--- src/rtl/sram_ctrl_pkg.sv ---
// Shared constants and state encoding for the 16-bit async SRAM controller.
package sram_ctrl_pkg;

    localparam int unsigned SRAM_ADDR_W       = 18;
    localparam int unsigned SRAM_DATA_W       = 16;
    localparam int unsigned WORD_IDX_W        = 17;
    localparam int unsigned CNT_W             = 4;
    localparam int unsigned SRAM_WAIT_DEFAULT = 2;

    typedef logic [1:0] state_t;

    localparam state_t ST_IDLE = 2'd0;
    localparam state_t ST_LOW  = 2'd1;
    localparam state_t ST_HIGH = 2'd2;
    localparam state_t ST_DONE = 2'd3;

endpackage

--- src/rtl/sram_wait_counter.sv ---
// Per-half wait-state counter; tc_c flags the final cycle of a half access.
module sram_wait_counter
    import sram_ctrl_pkg::*;
#(
    parameter int unsigned SRAM_WAIT = SRAM_WAIT_DEFAULT
) (
    input  logic clk,
    input  logic rst,
    input  logic clear,
    input  logic enable,
    output logic tc_c
);

    logic [CNT_W-1:0] count_q;

    // Clear has priority so the count restarts at zero for each half.
    always_ff @(posedge clk or posedge rst) begin
        if (rst) begin
            count_q <= '0;
        end else if (clear) begin
            count_q <= '0;
        end else if (enable) begin
            count_q <= count_q + CNT_W'(1);
        end
    end

    assign tc_c = (count_q == CNT_W'(SRAM_WAIT - 1));

endmodule

--- src/rtl/sram_controller.sv ---
// 32-bit word access to a 16-bit async SRAM as two half accesses (low, then high).
// Optional one-entry read buffer enabled by SRAM_CTRL_READ_BUFFER_EN.
module sram_controller
    import sram_ctrl_pkg::*;
#(
    parameter logic [31:0] BASE_ADDR = 32'd1024,
    parameter int unsigned SRAM_WAIT = SRAM_WAIT_DEFAULT
) (
    input  logic        clk,
    input  logic        rst,
    input  logic        rd_en,
    input  logic        wr_en,
    input  logic [31:0] address,
    input  logic [31:0] write_data,
    output logic [31:0] read_data,
    output logic        ready,
    output logic [17:0] sram_addr,
    output logic [15:0] sram_dq_out,
    input  logic [15:0] sram_dq_in,
    output logic        sram_dq_oe,
    output logic        sram_we_n
);

    state_t                  state_q, state_d;
    logic                    op_wr_q, op_wr_d;
    logic [WORD_IDX_W-1:0]   word_q, word_d;
    logic [31:0]             data_q, data_d;
    logic [SRAM_ADDR_W-1:0]  addr_d;
    logic [SRAM_DATA_W-1:0]  dq_out_d;
    logic                    oe_d;
    logic                    we_n_d;
    logic [31:0]             rdata_d;

    logic                    req_c;
    logic [WORD_IDX_W-1:0]   word_c;
    logic                    tc_c;
    logic                    cnt_en_c;
    logic                    cnt_clear_c;
    logic                    buf_hit_c;
    logic [31:0]             buf_data_c;

    assign req_c  = rd_en | wr_en;
    assign word_c = WORD_IDX_W'((address - BASE_ADDR) >> 2);
    assign ready  = ~req_c | (state_q == ST_DONE);

    assign cnt_en_c    = (state_q == ST_LOW) | (state_q == ST_HIGH);
    assign cnt_clear_c = ~cnt_en_c | tc_c;

    sram_wait_counter #(
        .SRAM_WAIT (SRAM_WAIT)
    ) u_wait_counter (
        .clk    (clk),
        .rst    (rst),
        .clear  (cnt_clear_c),
        .enable (cnt_en_c),
        .tc_c   (tc_c)
    );

`ifdef SRAM_CTRL_READ_BUFFER_EN
    logic                  buf_valid_q;
    logic [WORD_IDX_W-1:0] buf_word_q;
    logic [31:0]           buf_data_q;

    assign buf_hit_c  = buf_valid_q & (buf_word_q == word_c);
    assign buf_data_c = buf_data_q;

    // Fill on read completion; keep coherent with writes that complete to the same word.
    always_ff @(posedge clk or posedge rst) begin
        if (rst) begin
            buf_valid_q <= 1'b0;
            buf_word_q  <= '0;
            buf_data_q  <= '0;
        end else if ((state_q == ST_HIGH) && tc_c) begin
            if (!op_wr_q) begin
                buf_valid_q <= 1'b1;
                buf_word_q  <= word_q;
                buf_data_q  <= {sram_dq_in, read_data[15:0]};
            end else if (buf_valid_q && (buf_word_q == word_q)) begin
                buf_data_q  <= data_q;
            end
        end
    end
`else
    assign buf_hit_c  = 1'b0;
    assign buf_data_c = '0;
`endif

    // State and registered SRAM/CPU-side outputs.
    always_ff @(posedge clk or posedge rst) begin
        if (rst) begin
            state_q     <= ST_IDLE;
            op_wr_q     <= 1'b0;
            word_q      <= '0;
            data_q      <= '0;
            sram_addr   <= '0;
            sram_dq_out <= '0;
            sram_dq_oe  <= 1'b0;
            sram_we_n   <= 1'b1;
            read_data   <= '0;
        end else begin
            state_q     <= state_d;
            op_wr_q     <= op_wr_d;
            word_q      <= word_d;
            data_q      <= data_d;
            sram_addr   <= addr_d;
            sram_dq_out <= dq_out_d;
            sram_dq_oe  <= oe_d;
            sram_we_n   <= we_n_d;
            read_data   <= rdata_d;
        end
    end

    // Next state; SRAM pins are set up on the edge entering each half so they are
    // stable for the whole half access.
    always_comb begin
        state_d  = state_q;
        op_wr_d  = op_wr_q;
        word_d   = word_q;
        data_d   = data_q;
        addr_d   = sram_addr;
        dq_out_d = sram_dq_out;
        oe_d     = sram_dq_oe;
        we_n_d   = sram_we_n;
        rdata_d  = read_data;

        case (state_q)
            ST_IDLE: begin
                if (req_c) begin
                    op_wr_d = wr_en;
                    word_d  = word_c;
                    data_d  = write_data;
                    if (!wr_en && buf_hit_c) begin
                        state_d = ST_DONE;
                        rdata_d = buf_data_c;
                    end else begin
                        state_d  = ST_LOW;
                        addr_d   = {word_c, 1'b0};
                        dq_out_d = write_data[15:0];
                        oe_d     = wr_en;
                        we_n_d   = ~wr_en;
                    end
                end
            end
            ST_LOW: begin
                if (tc_c) begin
                    state_d  = ST_HIGH;
                    addr_d   = {word_q, 1'b1};
                    dq_out_d = data_q[31:16];
                    if (!op_wr_q) begin
                        rdata_d[15:0] = sram_dq_in;
                    end
                end
            end
            ST_HIGH: begin
                if (tc_c) begin
                    state_d = ST_DONE;
                    oe_d    = 1'b0;
                    we_n_d  = 1'b1;
                    if (!op_wr_q) begin
                        rdata_d[31:16] = sram_dq_in;
                    end
                end
            end
            ST_DONE: begin
                state_d = ST_IDLE;
                oe_d    = 1'b0;
                we_n_d  = 1'b1;
            end
            default: begin
                state_d = ST_IDLE;
            end
        endcase
    end

endmodule

--- config.mk ---
export PLATFORM = sky130hd
export DESIGN_NAME = sram_controller
export DESIGN_NICKNAME = d
export VERILOG_FILES = /design/src/rtl/sram_ctrl_pkg.sv /design/src/rtl/sram_wait_counter.sv /design/src/rtl/sram_controller.sv
export SDC_FILE = /design/constraint.sdc
export NUM_CORES = 1
export LEC_CHECK = 0
export ABC_CLOCK_PERIOD_IN_PS = 4300
export CAP_MARGIN = 20
export CORE_MARGIN = 8
export CORE_UTILIZATION = 46
export CTS_BUF_LIST = sky130_fd_sc_hd__clkbuf_8 sky130_fd_sc_hd__clkbuf_16
export DETAILED_ROUTE_END_ITERATION = 8
export PLACE_DENSITY = 0.81
export SYNTH_ARGS = -nofsm -noshare
export SYNTH_HDL_FRONTEND = slang
export SYNTH_SLANG_ARGS = --single-unit
--- constraint.sdc ---
create_clock -name clk -period 4.3 [get_ports clk]
set_clock_uncertainty 0.15 [all_clocks]
set_input_delay 1.075 -clock clk [delete_from_list [all_inputs] [get_ports clk]]
set_output_delay 1.075 -clock clk [all_outputs]
set_load 0.05 [all_outputs]
==> impl_metrics.env <==
export IMPL_yosysWarnings=0
export IMPL_crit_fanout=5
export IMPL_cpPeakStageDelay_ns=0.71
export IMPL_die_w_um=116
export IMPL_antenna_found_initial=0
export IMPL_grt_use_total_pct=17.0
export IMPL_numClockSinks=108
export IMPL_hold_viol=0
export IMPL_clkTransAtPathRegs_ns=0.09
export IMPL_rsz0062_at_grt="false"
export IMPL_clk_latency_ns=0.36
export IMPL_syn_cell_area_um2=4570
export IMPL_cap_violations=0
export IMPL_slew_violations=0
export IMPL_root_buffer="clkbuf_8"
export IMPL_drtPass1Iterations=5
export IMPL_path_cells="clkdlybuf4s50_1 -> nor2_1 -> or2_2 -> clkdlybuf4s50_1"
export IMPL_cts_setup_buffers=0
export IMPL_wl_per_cell_um=17.1
export IMPL_fillers=794
export IMPL_fp_dieH_um=116
export IMPL_crit_path_end_kind="output pin"
export IMPL_pre_cts_ws_ns=0.344
export IMPL_async_flop_share_pct=100
export IMPL_p_seq_share_pct=31.7
export IMPL_drive_gt1_share_pct=17.2
export IMPL_fmaxAchievable_mhz=252
export IMPL_ys_types=36
export IMPL_nets=597
export IMPL_final_cell_mix="clkdlybuf4s50_1 (137), dfrtp_1 (107), mux2_2 (57)"
export IMPL_clkPwrFrac_pct=11.4
export IMPL_synthCells=371
export IMPL_power_leakage_nw=2.67
export IMPL_grt_pass1_vias=3585
export IMPL_r2r_cells=6
export IMPL_p_switching_mw=2.64
export IMPL_synth_edf_count=0
export IMPL_ios=153
export IMPL_crit_required_ns=3.07
export IMPL_cts_resized_gates=0
export IMPL_viasPerCell=5.01
export IMPL_grt_max_degree=61
export IMPL_switching_share_pct=46.3
export IMPL_postRouteAntennaNets=0
export IMPL_min_path_cells=1
export IMPL_via_count=3224
export IMPL_cpMaxStageDelayCell="clkdlybuf4s50_1"
export IMPL_std_cell_rows=36
export IMPL_ys_seq_area_share_pct=59.2
export IMPL_place_gp_congestion=0.755
export IMPL_ys_ff_latch=108
export IMPL_combPwrFrac_pct=56.9
export IMPL_fp_coreArea_um2=9730
export IMPL_p_per_area_nw_per_um2=904
export IMPL_synth_ff_type="dfrtp_1"
export IMPL_dpl_hpwl_mm=8.04
export IMPL_ir_worst_vdd_mv=0.468
export IMPL_tns_ns=0
export IMPL_grt_pass1_wl_mm=17.8
export IMPL_wl_mm=11.0
export IMPL_crit_path_frequent_cell="clkdlybuf4s50_1"
export IMPL_drc=0
export IMPL_io_buffers=137
export IMPL_tightest_slew_ns=0.923
export IMPL_die_area_um2=13400
export IMPL_period_share_pct=92.3
export IMPL_area_growth_pct=37.7
export IMPL_antenna_cells=0
export IMPL_worstPathArrival_ns=2.74
export IMPL_run_status="finished clean"
export IMPL_final_common_cell="clkdlybuf4s50_1"
export IMPL_finalSetupViolCount=0
export IMPL_cp_top_family="buffers and inverters"
export IMPL_setup_slack_ns=0.331
export IMPL_numCtsBuffers=9
export IMPL_drtIter0Drc=124
export IMPL_cts_tree="done"
export IMPL_syn_nets=462
export IMPL_cts_max_level=3
export IMPL_fin_crit_ns=3.97
export IMPL_crit_type="in -> out"
export IMPL_overflow=0
export IMPL_critPathLaunchType="input pin"
export IMPL_postSynthAreaPerCell_um2=12.3
export IMPL_hold_path_class="reg -> reg"
export IMPL_start_util_pct=47.0
export IMPL_post_route_util_pct=64.7
export IMPL_crit_cells=4
export IMPL_ctsHoldBuffers=0
export IMPL_cts_max_path_buffers=2
export IMPL_max_slew_margin_pct=38.3
export IMPL_p_int_mw=3.05
export IMPL_cp_num_buf_inv=2
state kept, by name (all words and copies together), names as in the netlist, 2 cells and up:
register                count
read_data                  32
sram_addr                  18
word_q                     17
data_q                     16
sram_dq_out                16
u_wait_counter.count_q      4
state_q                     2
per-stage QoR:
| step | power, mW | cell area [µm²] | hold WS, ns | cells |
|---|---|---|---|---|
| 2_1_floorplan | 4.05 | 4570 | 0.299 | 371 |
| 3_3_place_gp | 4.99 | 6080 | 0.312 | 628 |
| 3_5_place_dp | 5.10 | 6080 | 0.316 | 628 |
| 4_1_cts | 5.76 | 6290 | 0.337 | 644 |
| 5_1_grt | 6.02 | 6290 | 0.355 | 644 |
| 6_report | 5.69 | 6290 | 0.332 | 644 |
power by group through the flow:
| stage | clock network (mW) | registers, mW | logic [mW] |
|---|---|---|---|
| after floorplan | 0 | 2.89 | 1.15 |
| after global placement | 0 | 1.79 | 3.20 |
| after detailed placement | 0 | 1.82 | 3.28 |
| after CTS | 0.669 | 1.80 | 3.28 |
| after global routing | 0.706 | 1.86 | 3.45 |
| final | 0.647 | 1.80 | 3.24 |
worst reg2reg max path: stages, from the launching register on:
cell and delay, ns:
dfrtp_1 0.42, inv_1 0.11, ha_2 0.24, buf_4 0.53
a211o_4 0.58, a211oi_2 0.11, a21o_1 0.17
Yosys cell counts, types with 3 or more instances:
| master | n | area [µm²] |
|---|---|---|
| xnor2_1 | 7 | 61.3 |
| inv_1 | 8 | 30.0 |
| nand3_1 | 6 | 30.0 |
| mux2_2 | 57 | 642 |
| o21ai_0 | 40 | 200 |
| nor2_1 | 14 | 52.6 |
| ha_1 | 7 | 87.6 |
| clkbuf_1 | 10 | 37.5 |
| a21oi_1 | 5 | 25.0 |
| o211ai_1 | 4 | 30.0 |
| buf_2 | 3 | 15.0 |
| mux2i_1 | 24 | 240 |
| nand2_1 | 50 | 188 |
| dfrtp_1 | 107 | 2680 |
layout make-up:
class	instances	area, µm²	share of cell area [%]
Timing Repair Buffer	142	1420	22.6
Multi-Input combinational cell	237	1760	27.9
Clock inverter	7	85.1	1.35
Inverter	8	32.5	0.517
Sequential cell	108	2700	43.0
Clock buffer	9	124	1.97
Tap cell	133	166	2.65
final timing paths:
check	startpoint	end	slack, ns
worst max-delay path	wr_en	ready	0.33
worst min-delay path	sram_addr[13]$_DFFE_PP0P_	sram_addr[13]$_DFFE_PP0P_	0.33
worst max register to register	state_q[1]$_DFFE_PP0P_	sram_addr[13]$_DFFE_PP0P_	1.89
worst min register to register	sram_addr[13]$_DFFE_PP0P_	sram_addr[13]$_DFFE_PP0P_	0.33
max in group asynchronous	rst	sram_we_n$_DFFE_PP1P_	2.18
min in group asynchronous	rst	read_data[21]$_DFFE_PP0P_	1.01
per-layer routing:
metal / global-route usage (%) / routed length, µm / vias up
li1: - / - / 1538
met1: 18.6 / 4300 / 1585
met2: 29.8 / 5740 / 88
met3: 6.36 / 766 / 13
met4: 5.53 / 181 / 0
met5: 0 / 0 / -
cells by family (layout without fill, tap and decap cells):
kind of cell               after synthesis  in the layout  synth area share [%]
AOI/OAI and AO/OA                       58             58                  7.48
xor gates and xnor gates                 9              9                  1.73
muxes                                   81             81                  19.3
and+or+nand+nor                         82             82                  7.75
DFF                                    108            108                  59.2
adders and majority gates                7              7                  1.92
buffers and inverters                   26            166                  2.63
Power figures use the tool's default switching activity.
